**src/rtl/axi4_stream_pkt_gen.sv**
```systemverilog
// AXI4-Stream test packet generator: numbered packets of programmable length, count and gap.
// Define AXI4_STREAM_PKT_GEN_STATS_EN to add saturating word/packet/stall counters.
module axi4_stream_pkt_gen #(
   parameter int DATA_WIDTH = 32,
   parameter int USER_WIDTH = 1,
   parameter int DEST_WIDTH = 1,
   parameter int ID_WIDTH   = 1,
   parameter int LEN_WIDTH  = 16
) (
   input  logic                    clk_i,
   input  logic                    rst_i,
   input  logic                    start_i,
   input  logic                    stop_i,
   input  logic [LEN_WIDTH-1:0]    pkt_len_i,
   input  logic [LEN_WIDTH-1:0]    pkt_num_i,
   input  logic [LEN_WIDTH-1:0]    gap_i,
   output logic                    busy_o,
   output logic                    done_o,
   output logic                    pkt_tvalid_o,
   input  logic                    pkt_tready_i,
   output logic [DATA_WIDTH-1:0]   pkt_tdata_o,
   output logic [DATA_WIDTH/8-1:0] pkt_tkeep_o,
   output logic [DATA_WIDTH/8-1:0] pkt_tstrb_o,
   output logic                    pkt_tlast_o,
   output logic [USER_WIDTH-1:0]   pkt_tuser_o,
   output logic [ID_WIDTH-1:0]     pkt_tid_o,
   output logic [DEST_WIDTH-1:0]   pkt_tdest_o
`ifdef AXI4_STREAM_PKT_GEN_STATS_EN
   ,
   output logic [31:0]             words_sent_o,
   output logic [31:0]             pkts_sent_o,
   output logic [31:0]             stall_cnt_o
`endif
);

   localparam logic [LEN_WIDTH-1:0] LenOne = {{(LEN_WIDTH-1){1'b0}}, 1'b1};

   typedef enum logic [1:0] {IDLE, SEND, GAP} state_t;

   state_t               state_q;
   logic [LEN_WIDTH-1:0] len_q, num_q, gap_q, widx_q, pidx_q, gapCnt_q;
   logic                 tvalid_q, busy_q, stopPend_q;
   logic                 handshake, lastBeat, stopReq, runEnd, done_d;
   logic [31:0]          beatWord;

   // A stop seen at any point of a run (even the start cycle) is remembered until the run ends.
   assign handshake = tvalid_q && pkt_tready_i;
   assign lastBeat  = (widx_q == len_q - LenOne);
   assign stopReq   = stop_i || stopPend_q;
   assign runEnd    = ((num_q != '0) && (pidx_q + LenOne == num_q)) || stopReq;
   assign done_d    = ((state_q == SEND) && handshake && lastBeat && runEnd) ||
                      ((state_q == GAP) && stopReq);

   assign beatWord     = {16'(pidx_q), 16'(widx_q)};
   assign pkt_tvalid_o = tvalid_q;
   assign pkt_tdata_o  = DATA_WIDTH'(beatWord);
   assign pkt_tkeep_o  = '1;
   assign pkt_tstrb_o  = '1;
   assign pkt_tlast_o  = lastBeat;
   assign pkt_tuser_o  = USER_WIDTH'(widx_q == '0);
   assign pkt_tid_o    = ID_WIDTH'(pidx_q);
   assign pkt_tdest_o  = '0;
   assign busy_o       = busy_q;
   assign done_o       = done_d;

   // Main FSM; tvalid only drops on a tlast handshake, so payload holds through stalls.
   always_ff @(posedge clk_i or posedge rst_i) begin
      if (rst_i) begin
         state_q    <= IDLE;
         len_q      <= '0;
         num_q      <= '0;
         gap_q      <= '0;
         widx_q     <= '0;
         pidx_q     <= '0;
         gapCnt_q   <= '0;
         tvalid_q   <= 1'b0;
         busy_q     <= 1'b0;
         stopPend_q <= 1'b0;
      end else begin
         case (state_q)
            IDLE: begin
               if (start_i) begin
                  len_q      <= (pkt_len_i == '0) ? LenOne : pkt_len_i;
                  num_q      <= pkt_num_i;
                  gap_q      <= gap_i;
                  widx_q     <= '0;
                  pidx_q     <= '0;
                  gapCnt_q   <= '0;
                  stopPend_q <= stop_i;
                  tvalid_q   <= 1'b1;
                  busy_q     <= 1'b1;
                  state_q    <= SEND;
               end
            end
            SEND: begin
               if (stop_i) stopPend_q <= 1'b1;
               if (handshake) begin
                  if (lastBeat) begin
                     widx_q <= '0;
                     pidx_q <= pidx_q + LenOne;
                     if (runEnd) begin
                        state_q    <= IDLE;
                        tvalid_q   <= 1'b0;
                        busy_q     <= 1'b0;
                        stopPend_q <= 1'b0;
                     end else if (gap_q != '0) begin
                        state_q  <= GAP;
                        tvalid_q <= 1'b0;
                        gapCnt_q <= '0;
                     end
                  end else begin
                     widx_q <= widx_q + LenOne;
                  end
               end
            end
            GAP: begin
               if (stopReq) begin
                  state_q    <= IDLE;
                  busy_q     <= 1'b0;
                  stopPend_q <= 1'b0;
               end else if (gapCnt_q == gap_q - LenOne) begin
                  state_q  <= SEND;
                  tvalid_q <= 1'b1;
               end else begin
                  gapCnt_q <= gapCnt_q + LenOne;
               end
            end
            default: state_q <= IDLE;
         endcase
      end
   end

`ifdef AXI4_STREAM_PKT_GEN_STATS_EN
   logic [31:0] words_q, pkts_q, stalls_q;

   // Run statistics, cleared by each accepted start and saturating rather than wrapping.
   always_ff @(posedge clk_i or posedge rst_i) begin
      if (rst_i) begin
         words_q  <= '0;
         pkts_q   <= '0;
         stalls_q <= '0;
      end else if ((state_q == IDLE) && start_i) begin
         words_q  <= '0;
         pkts_q   <= '0;
         stalls_q <= '0;
      end else begin
         if (handshake && (words_q != '1)) words_q <= words_q + 32'd1;
         if (handshake && lastBeat && (pkts_q != '1)) pkts_q <= pkts_q + 32'd1;
         if (tvalid_q && !pkt_tready_i && (stalls_q != '1)) stalls_q <= stalls_q + 32'd1;
      end
   end

   assign words_sent_o = words_q;
   assign pkts_sent_o  = pkts_q;
   assign stall_cnt_o  = stalls_q;
`endif

endmodule

```
**config.mk**
```make
export PLATFORM = sky130hd
export DESIGN_NAME = axi4_stream_pkt_gen
export DESIGN_NICKNAME = d
export VERILOG_FILES = /design/src/rtl/axi4_stream_pkt_gen.sv
export SDC_FILE = /design/constraint.sdc
export NUM_CORES = 1
export LEC_CHECK = 0
export BUFFER_PORTS_ARGS = -buffer_cell sky130_fd_sc_hd__buf_2
export CORE_MARGIN = 2
export CORE_UTILIZATION = 50
export CTS_CLUSTER_DIAMETER = 60
export DETAILED_ROUTE_END_ITERATION = 12
export HOLD_SLACK_MARGIN = 0.05
export PLACE_DENSITY_LB_ADDON = 0.3
export SETUP_SLACK_MARGIN = 0.2
export SYNTH_ARGS = -nofsm -noshare
export SYNTH_HDL_FRONTEND = slang
export SYNTH_SLANG_ARGS = --single-unit
```
**constraint.sdc**
```tcl
create_clock -name clk_i -period 8.6 [get_ports clk_i]
set_clock_uncertainty 0.2 [all_clocks]
set_input_delay 0.86 -clock clk_i [delete_from_list [all_inputs] [get_ports clk_i]]
set_output_delay 0.86 -clock clk_i [all_outputs]
set_load 0.01 [all_outputs]
```
======== Yosys cells after proc, flatten, opt, wreduce, memory -nomap -nowiden ========
Index checks and enable logic that the tools add are counted.
word-level totals
  input bits .............................. 53
  RAM bits ................................ 0
  bits in read-only memories .............. 0
  bits in registers ....................... 101
  output and inout bits ................... 47
  logic and storage cells ................. 98
  memories ................................ 0
  latch bits .............................. 0
operators by class
  muxes and demuxes ....................... 42
  bitwise logic cells ..................... 0
  shifts and indexed selects .............. 0
  divide/modulo/power cells ............... 0
  eq/ne operators ......................... 17
  $add $sub $neg .......................... 5
  reductions and logical operators ........ 24
  magnitude comparators ................... 0
  multiply operators ...................... 0
operators by type and width
  operator                                               count
  2-to-1 mux 16 bit                                      12
  case mux 16 bit (2 select lines)                       2
  adder 16 x 1 -> 16 bit, second input constant          3
  equality test 16 bit                                   3
  case mux 16 bit (3 select lines)                       1
  logical NOT 16 bit                                     2
  nonzero test 16 bit                                    2
  subtractor 16 x 1 -> 16 bit, second input constant     2
  2-to-1 mux 1 bit                                       16
  inequality test 2 bit, second input constant           8
  2-to-1 mux 2 bit                                       7
  case mux 1 bit (3 select lines)                        3
  AND reduction 8 bit                                    1
  AND reduction 7 bit                                    1
  logical AND 1 bit                                      6
  inequality test 3 x 2 -> 1 bit, second input constant  2
  case mux 2 bit (3 select lines)                        1
  AND reduction 3 bit                                    2
  AND reduction 6 bit                                    1
  AND reduction 5 bit                                    1
  inequality test 2 x 1 -> 1 bit, second input constant  2
  AND reduction 4 bit                                    1
  logical OR 1 bit                                       3
  nonzero test 3 bit                                     1
  5 further kinds                                        5

======== Longest topological paths before layout ========
Gate-level depths: netlist of run 1.
  depth after elaboration ................. 8
  mapped depth ............................ 13
  gate-level depth less buffers ........... 11

======== Least setup slack after synthesis of run 1 ========
Ideal clock, no wire load.
  path kind ............................... reg2out
  start point ............................. register len_q[5]
  end point ............................... output done_o
  setup slack ............................. 4903 ps
  data required time ...................... 7540 ps
  stages on the path, launching flop included .. 10
  path buffers ............................ 1
  arrival ................................. 2637 ps
  cells stage by stage .................... dfrtp_1 -> clkbuf_1 -> or4_1 -> or4_1 -> mux2i_1 -> mux2i_1 -> a21oi_1 -> nor4b_1 -> nand2_1 -> a21oi_1
on the way
  longest elaborated chain between the ends .. 5
RTL lines
  what                             RTL line  source
  from (decl)                      41        logic [LEN_WIDTH-1:0] len_q, num_q, gap_q, widx_q, pidx_q, gapCnt_q;
  from (signal assigned)           83        len_q <= (pkt_len_i == '0) ? LenOne : pkt_len_i;
  subtractor 16 x 1 -> 16 bit      48        assign lastBeat = (widx_q == len_q - LenOne);
  equality test 16 bit             48
  logical AND 1 bit (2 in series)  51        assign done_d = ((state_q == SEND) && handshake && lastBeat && runEnd) ||
  logical OR 1 bit                 51
  to (decl)                        18        output logic done_o,
Every way passes these cells.

======== Worst setup path after layout of run 1 ========
  start point ............................. register len_q[0]
  end point ............................... output done_o
Same word-level chain as after synthesis.

==> results.ini, run 1 <==
[timing]
min_period_ns = 4.51
hold_violations = 0
slew_headroom = 0.165
layout_setup_ws_ns = 4.09
tightest_slew_ns = 1.25
rsz0062_at_grt = false
tns_ns = 0
fmax_mhz = 222
slew_viol_final = 0
finalSetupViolations = 0
fin_crit_sh = 0.524

[route]
finalWirelength_um = 17200
via_per_inst = 6.26
first_pass_iters = 4
wire_per_inst_um = 18.0
vias = 5994
drc = 0
antenna_left = 0
first_iter_violations = 457

[power_and_ir_drop]
p_seq_frac = 0.391
power_density_mw_per_mm2 = 293
power.switching_w = 0.000919
swShare = 0.422
comb_power_share = 0.431
vdd_ir_drop_max_mv = 0.146
power.internal_w = 0.00126
p_leak_nw = 3.03
p_clk_frac = 0.179

[global_routing]
gr-usage-all-layers = 0.249
grt_pass1_wl_um = 28800
grt_max_degree = 79
antenna_found_initial = 1
grt.overflow.total = 0
grt_pass1_vias = 5769

[final_layout]
layout.nets = 841
drive_above_1_share = 0.217
fin_area_mm2 = 0.00743
most-common-layout-cells = 101 x dfrtp_1, 90 x buf_2, 53 x mux2_2, 50 x nor2_1, 48 x nand2_1
final_common_cell = dfrtp_1
area_growth_pct = 11.2
diodes = 0

[clock_network]
cts_max_level = 3
cts_tree = done
clkLatencyLatePin_ns = 0.36
ctsHoldBuffers = 0
cts.sinks = 101
clk_path_buf_depth = 2
worst_setup_hold_path_clk_slew_ns = 0.07
cts_root_buf = clkbuf_16
cts_buffers = 9
post_cts_buffers = 0
post_cts_resized = 0

[yosys]
syn-instance-count = 721
synth_top_flop_cell = dfrtp_1
synthDistinctLibCells = 71
async_flop_share = 1.00
synth_edf_count = 0
yosysSeqAreaShare = 0.378
syn-cell-area_mm2 = 0.00669
avgSynthCellArea_um2 = 9.27
yosys_warnings = 0
synth-seq-cells = 101

[place]
portBuffers = 90
place_congestion = 0.917
dp_hpwl_um = 12600
place_ws_ns = 4.39
place_area_mm2 = 0.00716

[die]
core_area_mm2 = 0.0131
die_y_um = 120
rows = 42
start_util = 0.509
die_w_um = 120
io_pins = 100
dieArea_mm2 = 0.0143

[outcome]
status = finished clean

[critical_path]
cp.arrival_ns = 3.45
critical_path_class = flip-flop to output pin
startpoint = len_q[0]
reg2regPathDepth = 11
startpoint_type = flip-flop
cp-end-kind = output pin
cp.required_ns = 7.54
worstReg2RegStart = len_q[0]
path_max_fanout = 6
r2r_slack_ns = 4.37
r2r-end = pidx_q[5]

[flow_run]
maxCapViolCount = 0

[hold_path]
hp-class = primary input to asynchronous set/reset pin

power groups by stage:
stage | Combinational, W | Sequential (W) | Clock (W)
floorplan | 0.000790 | 0.000755 | 0
global placement | 0.000895 | 0.000834 | 0
detailed placement | 0.000929 | 0.000851 | 0
CTS | 0.000936 | 0.000841 | 0.000394
global route | 0.00104 | 0.000877 | 0.000415
finish | 0.000937 | 0.000850 | 0.000389
metal layers:
layer,routed length [um],global-route usage
met4,579,0.126
met3,1050,0.0452
met2,8290,0.394
met1,7310,0.329
met5,11,0
worst max-delay path, stage by stage, from the launching register on:
cell and delay (ns):
dfrtp_1 0.42, inv_1 0.10, ha_1 0.24, or4b_1 0.51, or4_1 0.51, o22a_1 0.23, nand2_2 0.07, o211ai_1 0.10
nor4b_1 0.47, nand2_1 0.11, a21oi_1 0.16, buf_2 0.16
layout make-up:
type	instances	area (um2)
inverter	21	81.3
multi-input combinational	554	3870
clock buffer	12	256
fill	1161	5700
timing repair buffer	91	458
sequential	101	2530
tap	176	220
clock inverter	3	21.3
sequential cells by signal, indices dropped and copies added (netlist names):
register,count
gapCnt_q,16
gap_q,16
len_q,16
num_q,16
pidx_q,16
widx_q,16
state_q,2
busy_o,1
pkt_tvalid_o,1
stopPend_q,1
worst max path at each step:
| stage | to | cells past startpoint |
|---|---|---|
| 2_1_floorplan | busy_o | 1 |
| 3_3_place_gp | done_o | 9 |
| 4_1_cts | done_o | 11 |
| 6_report | done_o | 11 |
| 3_5_place_dp | pidx_q[5] | 11 |
| 5_1_grt | done_o | 11 |
through the flow:
stage | power (W) | utilization | hold WS (ns) | cells
2_1_floorplan | 0.00155 | - | 0.268 | 728
3_3_place_gp | 0.00173 | 0.545 | 0.282 | 943
3_5_place_dp | 0.00178 | 0.545 | 0.293 | 943
4_1_cts | 0.00217 | 0.566 | 0.257 | 958
5_1_grt | 0.00233 | 0.566 | 0.274 | 958
6_report | 0.00218 | 0.566 | 0.249 | 958
cell usage after synthesis, types with 5 or more instances:
cell type	number	area (um2)
nand2b_1	8	50.1
inv_1	21	78.8
xor2_1	32	280
o41ai_1	10	87.6
a21oi_1	21	105
or3_1	6	37.5
mux2i_1	6	60.1
nor2_1	50	188
xnor2_1	35	307
and4_1	5	43.8
dfrtp_1	101	2530
nand4_1	17	106
o21ai_0	37	185
o31a_1	8	70.1
nor4_1	21	131
o31ai_1	17	128
nor4b_1	6	52.6
nand2_1	49	184
nor3_1	22	110
buf_4	10	75.1
clkbuf_1	34	128
ha_1	10	125
nand3_1	29	145
or4_1	7	52.6
a31oi_1	10	62.6
mux2_2	53	597
and2_1	8	50.1
cells by family after synthesis:
family | synth area share
xor+xnor | 0.0878
mux | 0.0982
flops | 0.378
other cells | 0.00112
fa+ha+maj | 0.0187
simple gates | 0.216
buf+inv | 0.0485
compound gates | 0.152
Power figures use the tool's default switching activity.
==> run 2, diff against run 1 <==
--- a/config.mk
+++ b/config.mk
@@ -5,6 +5,7 @@
 export SDC_FILE = /design/constraint.sdc
 export NUM_CORES = 1
 export LEC_CHECK = 0
+export ABC_AREA = 1
 export BUFFER_PORTS_ARGS = -buffer_cell sky130_fd_sc_hd__buf_2
 export CORE_MARGIN = 2
 export CORE_UTILIZATION = 50
==> constraint.sdc (replaced) <==
create_clock -name clk_i -period 4.1 [get_ports clk_i]
set_clock_uncertainty 0.2 [all_clocks]
set_input_delay 0.41 -clock clk_i [delete_from_list [all_inputs] [get_ports clk_i]]
set_output_delay 0.41 -clock clk_i [all_outputs]
set_load 0.01 [all_outputs]
==> run 2 against run 1 <==
- global-route usage is 0.25 points lower
- worst hold slack got worse by 0.19 ns
- setup slack worse by 3.4 ns
- critical path type is now flip-flop to flip-flop
- largest power group unchanged
==> results.ini, run 2 <==
[critical_path]
path_max_fanout = 27  ; was 6
critical_path_class = flip-flop to flip-flop  ; was flip-flop to output pin
startpoint_type = flip-flop  ; unchanged
cp-end-kind = flip-flop  ; was output pin
cp.arrival_ns = 3.39  ; was 3.45 ns
cp.required_ns = 4.11  ; was 7.54 ns

[clock_network]
cts_tree = done  ; unchanged
cts_max_level = 3  ; unchanged
post_cts_buffers = 0  ; unchanged
cts_buffers = 9  ; unchanged
cts_root_buf = clkbuf_16  ; unchanged
cts.sinks = 101  ; unchanged
ctsHoldBuffers = 8  ; was 0
worst_setup_hold_path_clk_slew_ns = 0.07  ; about the same
post_cts_resized = 0  ; unchanged
clkLatencyLatePin_ns = 0.36  ; about the same
clk_path_buf_depth = 2  ; unchanged

[die]
core_area_mm2 = 0.0139  ; was 0.0131 mm2
die_w_um = 124  ; was 120 um
die_y_um = 124  ; was 120 um
io_pins = 100  ; unchanged
dieArea_mm2 = 0.0153  ; was 0.0143 mm2
rows = 43  ; was 42
start_util = 0.513  ; was 0.509

[timing]
min_period_ns = 3.38
fmax_mhz = 296
finalSetupViolations = 0  ; unchanged
tns_ns = 0  ; unchanged
rsz0062_at_grt = false  ; unchanged
slew_headroom = 0.372  ; was 0.165
layout_setup_ws_ns = 0.716  ; was 4.09 ns
hold_violations = 0  ; unchanged
slew_viol_final = 0  ; unchanged
fin_crit_sh = 0.825
tightest_slew_ns = 0.941  ; was 1.25 ns

[place]
dp_hpwl_um = 13700  ; was 12600 um
portBuffers = 90  ; unchanged
place_ws_ns = 0.724  ; was 4.39 ns
dpl.cell_count = 1314  ; was 943
place_congestion = 0.887  ; was 0.917

[global_routing]
gr-usage-all-layers = 0.247  ; was 0.249
antenna_found_initial = 0  ; was 1
grt_pass1_wl_um = 29300  ; was 28800 um
grt_pass1_vias = 6232  ; was 5769
grt_max_degree = 63  ; was 79
grt.overflow.total = 0  ; unchanged

[route]
antenna_left = 0  ; unchanged
first_iter_violations = 467  ; was 457
finalWirelength_um = 18000  ; was 17200 um
wire_per_inst_um = 13.5  ; was 18.0 um
first_pass_iters = 5  ; was 4
vias = 6936  ; was 5994
via_per_inst = 5.18  ; was 6.26
drc = 0  ; unchanged

[final_layout]
fin_cells = 1338  ; was 958
drive_above_1_share = 0.136  ; was 0.217
diodes = 0  ; unchanged
fin_util = 0.581  ; was 0.566
area_growth_pct = 13.4  ; was 11.2%
layout.nets = 1216  ; was 841
final_common_cell = nand2_1  ; was dfrtp_1
most-common-layout-cells = 347 x nand2_1, 122 x nor2_1, 112 x nand3_1, 111 x inv_1, 101 x dfrtp_1  ; was 101 x dfrtp_1, 90 x buf_2, 53 x mux2_2, 50 x nor2_1, 48 x nand2_1

[yosys]
synthDistinctLibCells = 41  ; was 71
synth_most_common_cell = nand2_1  ; was dfrtp_1
yosys_warnings = 0  ; unchanged
synth_top_flop_cell = dfrtp_1  ; unchanged
synthTopCellsByCount = 347 x nand2_1, 122 x nor2_1, 113 x inv_1  ; was 101 x dfrtp_1, 53 x mux2_2, 50 x nor2_1
syn-instance-count = 1064  ; was 721
ys_top_cells_by_area = dfrtp_1 35%, nand2_1 18%, nand3_1 7.8%  ; was dfrtp_1 38%, mux2_2 8.9%, xnor2_1 4.6%
netlist.area_leader.share = 0.354  ; was 0.378
synth_top_area_cell = dfrtp_1  ; unchanged
synth_edf_count = 0  ; unchanged
async_flop_share = 1.00  ; unchanged
avgSynthCellArea_um2 = 6.72  ; was 9.27 um2
yosysSeqAreaShare = 0.354  ; was 0.378
synth-seq-cells = 101  ; unchanged
syn-cell-area_mm2 = 0.00715  ; was 0.00669 mm2

[outcome]
status = finished clean  ; unchanged

[flow_run]
maxCapViolCount = 0  ; unchanged

[hold_path]
hp-class = primary input to flip-flop  ; was primary input to asynchronous set/reset pin

[power_and_ir_drop]
swShare = 0.470  ; was 0.422
comb_power_share = 0.485  ; was 0.431
vdd_ir_drop_max_mv = 0.313  ; was 0.146 mV
power_density_mw_per_mm2 = 607  ; was 293 mW/mm2
power.internal_w = 0.00261  ; was 0.00126 W
p_leak_nw = 4.06  ; was 3.03 nW
p_clk_frac = 0.192  ; was 0.179
p_seq_frac = 0.323  ; was 0.391
power.switching_w = 0.00231  ; was 0.000919 W

[run 2: cell types whose count changed after synthesis, moves of 53 or more]
cell,change
inv_1,+92
mux2_2,-53
nand2_1,+298
nand3_1,+83
nor2_1,+72
[run 2: metrics by stage]
step | power (W) | hold WS (ns) | area [um2]
2_1_floorplan | 0.00344 | 0.254 | 7170
3_3_place_gp | 0.00392 | 0.226 | 7700
3_5_place_dp | 0.00397 | 0.222 | 7700
4_1_cts | 0.00494 | 0.0503 | 8100
5_1_grt | 0.00538 | 0.0558 | 8100
6_report | 0.00492 | 0.0556 | 8100
[run 2: cell type report]
type,count,area [um2]
Fill cell,1340,5830
Multi-Input combinational cell,822,4020
Sequential cell,101,2530
Timing Repair Buffer,103,568
Inverter,116,438
Clock buffer,11,243
Tap cell,180,225
Clock inverter,5,82.6
[run 2: path summary, 6_finish.rpt]
check,cells past startpoint,slack [ns],end,start
worst max-delay path,11,0.72,pidx_q[10],state_q[1]
worst min-delay path,3,0.06,num_q[4],pkt_num_i[4]
worst max register to register,11,0.72,pidx_q[10],state_q[1]
worst min register to register,2,0.30,busy_o,busy_o
max in group asynchronous,4,2.45,len_q[7],rst_i
min in group asynchronous,3,0.38,num_q[5],rst_i
[run 2: power by group through the flow]
stage                     clock network [W]  logic [W]  registers (W)
after floorplan                           0    0.00191        0.00153
after CTS                          0.000965    0.00239        0.00158
final                              0.000944    0.00238        0.00159
after global placement                    0    0.00233        0.00159
after global routing                0.00100    0.00274        0.00163
after detailed placement                  0    0.00237        0.00160
[run 2: cells by family (layout without fill, tap and decap cells)]
group / count (synthesis) / after routing / share of synthesized area
AOI/OAI and AO/OA: 71 / 71 / 0.0571
xor gates and xnor gates: 47 / 47 / 0.0576
adders and majority gates: 10 / 10 / 0.0175
buffers and inverters: 148 / 235 / 0.0879
DFF: 101 / 101 / 0.354
other: 2 / 9 / 0.00105
and+or+nand+nor: 685 / 685 / 0.425
[run 2: per-layer routing]
metal	vias to the layer above	track usage	share of wire
li1	3549	-	-
met1	3173	0.329	0.46
met2	191	0.413	0.47
met3	23	0.0484	0.055
met4	0	0.0597	0.013
met5	-	0	0
[run 2: worst max-delay path: stages (launching register included)]
cell,delay (ns)
dfrtp_1,0.39
inv_1,0.08
ha_1,0.17
buf_4,0.19
inv_1,0.42
o21ai_0,0.15
nand2_1,0.19
clkinv_1,0.27
nand2_2,0.47
inv_1,0.43
nand3_1,0.16
o21ai_0,0.10
